==> config.mk <==
export PLATFORM = sky130hd
export DESIGN_NAME = fetch_stage
export DESIGN_NICKNAME = d
export VERILOG_FILES = /design/src/rtl/fetch_stage.sv
export SDC_FILE = /design/constraint.sdc
export NUM_CORES = 1
export LEC_CHECK = 0
export CAP_MARGIN = 15
export CORE_MARGIN = 2
export CORE_UTILIZATION = 49
export DETAILED_ROUTE_END_ITERATION = 16
export GPL_ROUTABILITY_DRIVEN = 0
export PLACE_DENSITY = 0.87
export RECOVER_POWER = 100
export SYNTH_ARGS = -nofsm -noshare
export SYNTH_HDL_FRONTEND = slang
export SYNTH_SLANG_ARGS = --single-unit
==> constraint.sdc <==
create_clock -name clk -period 6.7 [get_ports clk]
set_input_delay 1.005 -clock clk [delete_from_list [all_inputs] [get_ports clk]]
set_output_delay 1.005 -clock clk [all_outputs]
set_load 0.1 [all_outputs]
==> src/rtl/fetch_stage.sv <==
// Instruction fetch front end: issues in-order imem reads under queue credit
// and pairs each response with its PC for the downstream instruction queue.

// Small generic FIFO; push and pop in the same cycle are allowed.
// Zero read latency: pop_dat shows the head entry combinationally.
// No internal backpressure: the caller must never push when full or pop when empty.
module fifo #(
  parameter int WIDTH = 32,
  parameter int DEPTH = 2
) (
  input  logic             clk,
  input  logic             rst,
  input  logic             push_vld,
  input  logic [WIDTH-1:0] push_dat,
  input  logic             pop_vld,
  output logic [WIDTH-1:0] pop_dat,
  output logic             full,
  output logic             empty
);
  localparam int AW = (DEPTH > 1) ? $clog2(DEPTH) : 1;
  localparam int CW = $clog2(DEPTH + 1);

  logic [WIDTH-1:0] mem [DEPTH];
  logic [AW-1:0]    wr_ptr;
  logic [AW-1:0]    rd_ptr;
  logic [CW-1:0]    count;

  function automatic logic [AW-1:0] ptr_next(input logic [AW-1:0] p);
    return (p == AW'(DEPTH - 1)) ? '0 : p + 1'b1;
  endfunction

  always_ff @(posedge clk) begin
    if (push_vld) begin
      mem[wr_ptr] <= push_dat;
    end
  end

  always_ff @(posedge clk) begin
    if (rst) begin
      wr_ptr <= '0;
      rd_ptr <= '0;
      count  <= '0;
    end else begin
      if (push_vld) begin
        wr_ptr <= ptr_next(wr_ptr);
      end
      if (pop_vld) begin
        rd_ptr <= ptr_next(rd_ptr);
      end
      count <= count + CW'(push_vld) - CW'(pop_vld);
    end
  end

  assign pop_dat = mem[rd_ptr];
  assign full    = (count == CW'(DEPTH));
  assign empty   = (count == '0);

  a_no_overflow:  assert property (@(posedge clk) disable iff (rst) !(push_vld && full && !pop_vld));
  a_no_underflow: assert property (@(posedge clk) disable iff (rst) !(pop_vld && empty));
endmodule

// Fetch stage: PC sequencer, outstanding-request tracking and redirect drain.
// Zero latency: a response is enqueued downstream in the cycle it arrives.
// Backpressure: requests stall on imem_ready, on MAX_OUTSTANDING, or when outstanding >= q_freespace.
module fetch_stage #(
  parameter logic [31:0] RESET_PC        = 32'h1eceb000,
  parameter int          MAX_OUTSTANDING = 2,
  parameter int          QDEPTH_BITS     = 4
) (
  input  logic                 clk,
  input  logic                 rst,
  output logic                 imem_req,
  output logic [31:0]          imem_addr,
  output logic [3:0]           imem_rmask,
  input  logic                 imem_ready,
  input  logic                 imem_resp,
  input  logic [31:0]          imem_rdata,
  input  logic                 redirect_valid,
  input  logic [31:0]          redirect_pc,
  input  logic [QDEPTH_BITS:0] q_freespace,
  output logic                 q_enqueue,
  output logic [63:0]          q_din
);
  localparam int OW = $clog2(MAX_OUTSTANDING + 1);

  typedef enum logic {RUN, DRAIN} state_t;

  state_t        state;
  logic [31:0]   pc;
  logic [OW-1:0] outstanding;
  logic [OW-1:0] discard;
  logic [OW-1:0] discard_after_redirect;

  logic          accept;
  logic          resp_ok;
  logic          has_credit;
  logic [31:0]   head_pc;
  logic          fifo_full;
  logic          fifo_empty;

  // A response with nothing outstanding is illegal and is ignored entirely.
  assign resp_ok    = imem_resp && (outstanding != '0);
  assign has_credit = (32'(outstanding) < 32'(MAX_OUTSTANDING)) &&
                      (32'(outstanding) < 32'(q_freespace));

  assign imem_req   = !rst && (state == RUN) && !redirect_valid && has_credit;
  assign imem_addr  = pc;
  assign imem_rmask = imem_req ? 4'b1111 : 4'b0000;
  assign accept     = imem_req && imem_ready;

  assign q_enqueue  = !rst && (state == RUN) && !redirect_valid && resp_ok;
  assign q_din      = {head_pc, imem_rdata};

  assign discard_after_redirect = outstanding - OW'(resp_ok);

  fifo #(
    .WIDTH (32),
    .DEPTH (MAX_OUTSTANDING)
  ) u_pc_fifo (
    .clk      (clk),
    .rst      (rst),
    .push_vld (accept),
    .push_dat (pc),
    .pop_vld  (resp_ok && !rst),
    .pop_dat  (head_pc),
    .full     (fifo_full),
    .empty    (fifo_empty)
  );

  always_ff @(posedge clk) begin
    if (rst) begin
      state       <= RUN;
      pc          <= RESET_PC;
      outstanding <= '0;
      discard     <= '0;
    end else begin
      outstanding <= outstanding + OW'(accept) - OW'(resp_ok);
      if (redirect_valid) begin
        // Every request still in flight after this cycle returns stale data.
        pc      <= redirect_pc;
        discard <= discard_after_redirect;
        state   <= (discard_after_redirect != '0) ? DRAIN : RUN;
      end else begin
        if (accept) begin
          pc <= pc + 32'd4;
        end
        if ((state == DRAIN) && resp_ok) begin
          discard <= discard - OW'(1);
          if (discard == OW'(1)) begin
            state <= RUN;
          end
        end
      end
    end
  end

  a_resp_legal:   assert property (@(posedge clk) disable iff (rst) imem_resp |-> (outstanding != '0));
  a_enq_has_resp: assert property (@(posedge clk) disable iff (rst) q_enqueue |-> imem_resp);
  a_fifo_empty:   assert property (@(posedge clk) disable iff (rst) (outstanding == '0) == fifo_empty);
  a_fifo_full:    assert property (@(posedge clk) disable iff (rst)
                                   (32'(outstanding) == 32'(MAX_OUTSTANDING)) == fifo_full);
  a_addr_stable:  assert property (@(posedge clk) disable iff (rst)
                                   (imem_req && !imem_ready && !redirect_valid) |=> (imem_addr == $past(imem_addr)));
endmodule

==> metrics <==
max cap viols=1; f_max=193.8 MHz; CTS sink count=104; total CTS buffers=9; met3 wire length=956 µm; largest net degree at the start of global routing=47; post-CTS sizing=0; share of layout cells above drive strength 1=11.13%; Detail Route Antenna Nets=0; die span in x=103.9 µm; worst vdd ir=0.1406 mV; Post-CTS Repair Setup Buffers=0; Slew HR=-38.74%; Slew Limit Fails=47; DRT met1 WL=4785 µm; FILL cells=755; clk_skew=10.57 ps; cells after synthesis=421; Critical Path AT=5150 ps; Async SR Flop Fraction=0%; core area=0.009729 mm²; Yosys Warn Count=0; CTS Root Cell=clkbuf_8; All-Layer GR Usage=22.00%; CTS Buffer Depth=2; Routed WL=11910 µm; top routing layer used=met4; Yosys cell types=53; worst path buffer plus inverter count=2; GR Overflow Total=0; routed vias=3700; setup TNS=0 ps; fin nets=569; clk_lat worst skew=370 ps; Layout area overhead=23.86%; Post-synth EDFFs=64; initial drt markers=240; hpwl dp=7992 µm; CP max-delay cell=nor2_4; outcome=finished with violations; Max FO, Critical Path=46; clk slew on worst S/H paths=90 ps; Hold Path Class=flip-flop to flip-flop; Setup Crit Path Kind=input pin to flip-flop; die area=0.01080 mm²; Cell Rows=36; crit path time final=5160 ps; RSZ-0062 raised after global routing=no; Detailed Routing Iterations Pass 1=8; register area share after synthesis=55.64%; Netlist Area Pre-Place=0.004893 mm²; startpoint type of the worst setup path=input pin; crit path cell chain=clkbuf_1, or4_1, or2_2, a21oi_1, inv_1, nor2_4; vias in the first global route=3683; Final period util=77.02%; Final Hold Viols=0; Slowest Stage Delay on Critical Path=890 ps; met2 routed WL=5752 µm; drt wl/cell=18.99 µm; Antenna Cells=0; leakage power=2.087 nW; flops & latches, synth=104; input/output buffers=111; H-tree depth=3; Crit path required time=6690 ps; CP delay by family, top=simple AND/OR/NAND/NOR gates; IO Count=176; Placed Cells=611; first-pass GRT wire length=18880 µm; chip height=103.9 µm; failing checks=capacitance limit, slew limit; hold_buf cts=0; Worst setup EP type=flip-flop; Primary FF master, synth=edfxtp_1; setup violators final=0; syn avg cell area=11.62 µm²; vias per cell=5.901; slew of the pin with the lowest slew margin=2081 ps; antenna violations before repair=0; Finished Layout Cells=627; Initial Util=50.30%; DRC violations left=0; synthesized net count=501; PD cells=320.0 mW/mm²; CTS tree=done
==> sequential cells by signal (all words and copies together) (netlist names), named ones only <==
| signal | cells |
|---|---|
| u_pc_fifo.mem | 64 |
| discard | 2 |
| imem_addr | 32 |
| outstanding | 2 |
| u_pc_fifo.rd_ptr | 1 |
| state | 1 |
| u_pc_fifo.wr_ptr | 1 |
==> stage by stage <==
step           setup slack, ps  utilization (%)  instance area [µm²]  total power [mW]  hold WS (ps)
4_1_cts                   2342            62.62                 6092             1.970         500.8
6_report                  1540            62.29                 6061             1.939         490.6
3_3_place_gp              2204            59.94                 5832             1.472         481.9
2_1_floorplan             1212                -                 4893             1.412         481.3
3_5_place_dp              1980            59.94                 5832             1.482         477.7
5_1_grt                   1141            62.29                 6061             2.000         520.8
==> layout by cell type, fill, tap and decap left out, drive strengths merged, types with 9 or more instances in the layout <==
cell,Yosys,final
clkdlybuf4s50,0,39
dlygate4sd3,0,66
a211oi,9,9
nand2,24,24
a21oi,10,10
clkbuf,14,17
nand3,12,12
nor2,31,31
xnor2,9,9
inv,15,16
edfxtp,64,64
dfxtp,40,40
mux2,32,32
==> final timing paths <==
kind / start / slack, ps / to / depth (start not counted)
max reg2reg: state / 2830 / u_pc_fifo.mem[1][26] / 5
min: imem_addr[0] / 490 / u_pc_fifo.mem[1][0] / 0
max: redirect_valid / 1540 / u_pc_fifo.mem[1][26] / 6
min reg2reg: imem_addr[0] / 490 / u_pc_fifo.mem[1][0] / 0
==> layout make-up <==
class | count | area (µm²) | share of cell area [%]
timing repair buffer | 114 | 1096 | 18.08
tap | 133 | 166.4 | 2.746
inverter | 15 | 56.30 | 0.9290
clock buffer | 11 | 131.4 | 2.168
clock inverter | 5 | 128.9 | 2.126
multi-input combinational | 245 | 1759 | 29.03
sequential | 104 | 2723 | 44.92
==> where the power goes <==
group	switching, mW	internal, mW	leakage (nW)
sequential	0.0363	0.717	0.909
clock	0.208	0.288	0.128
combinational	0.520	0.171	1.05
==> layer usage <==
layer	vias up	track usage, %
met2	208	37.03
met4	0	9.942
li1	1688	-
met1	1744	27.12
met3	60	4.887
met5	-	0
==> cell usage after synthesis, types with 6 or more instances <==
master / instances / share of area, %
edfxtp_1: 64 / 39
dfxtp_1: 40 / 16
buf_4: 36 / 5.5
mux2_2: 32 / 7.4
nor2_1: 31 / 2.4
nand2_1: 24 / 1.8
clkbuf_1: 14 / 1.1
inv_1: 14 / 1.1
nand3_1: 12 / 1.2
a21oi_1: 10 / 1.0
a211oi_1: 9 / 1.4
xnor2_1: 9 / 1.6
a311oi_1: 8 / 1.4
a31oi_1: 8 / 1.0
and3_1: 8 / 1.0
nand4_1: 8 / 1.0
nor3_1: 8 / 0.82
a2111oi_0: 6 / 1.1
ha_1: 6 / 1.5
mux2i_1: 6 / 1.2
==> kinds of logic after synthesis <==
| group | after synthesis | synth area share (%) |
|---|---|---|
| flip-flops | 104 | 55.64 |
| AND/OR/NAND/NOR | 113 | 11.63 |
| buffers and inverters | 72 | 8.489 |
| multiplexers | 38 | 8.591 |
| adder cells (fa/ha/maj) | 6 | 1.534 |
| XOR/XNOR | 11 | 1.969 |
| AO/OA/AOI/OAI | 77 | 12.15 |
No activity file was read; power rests on OpenSTA's default activity.
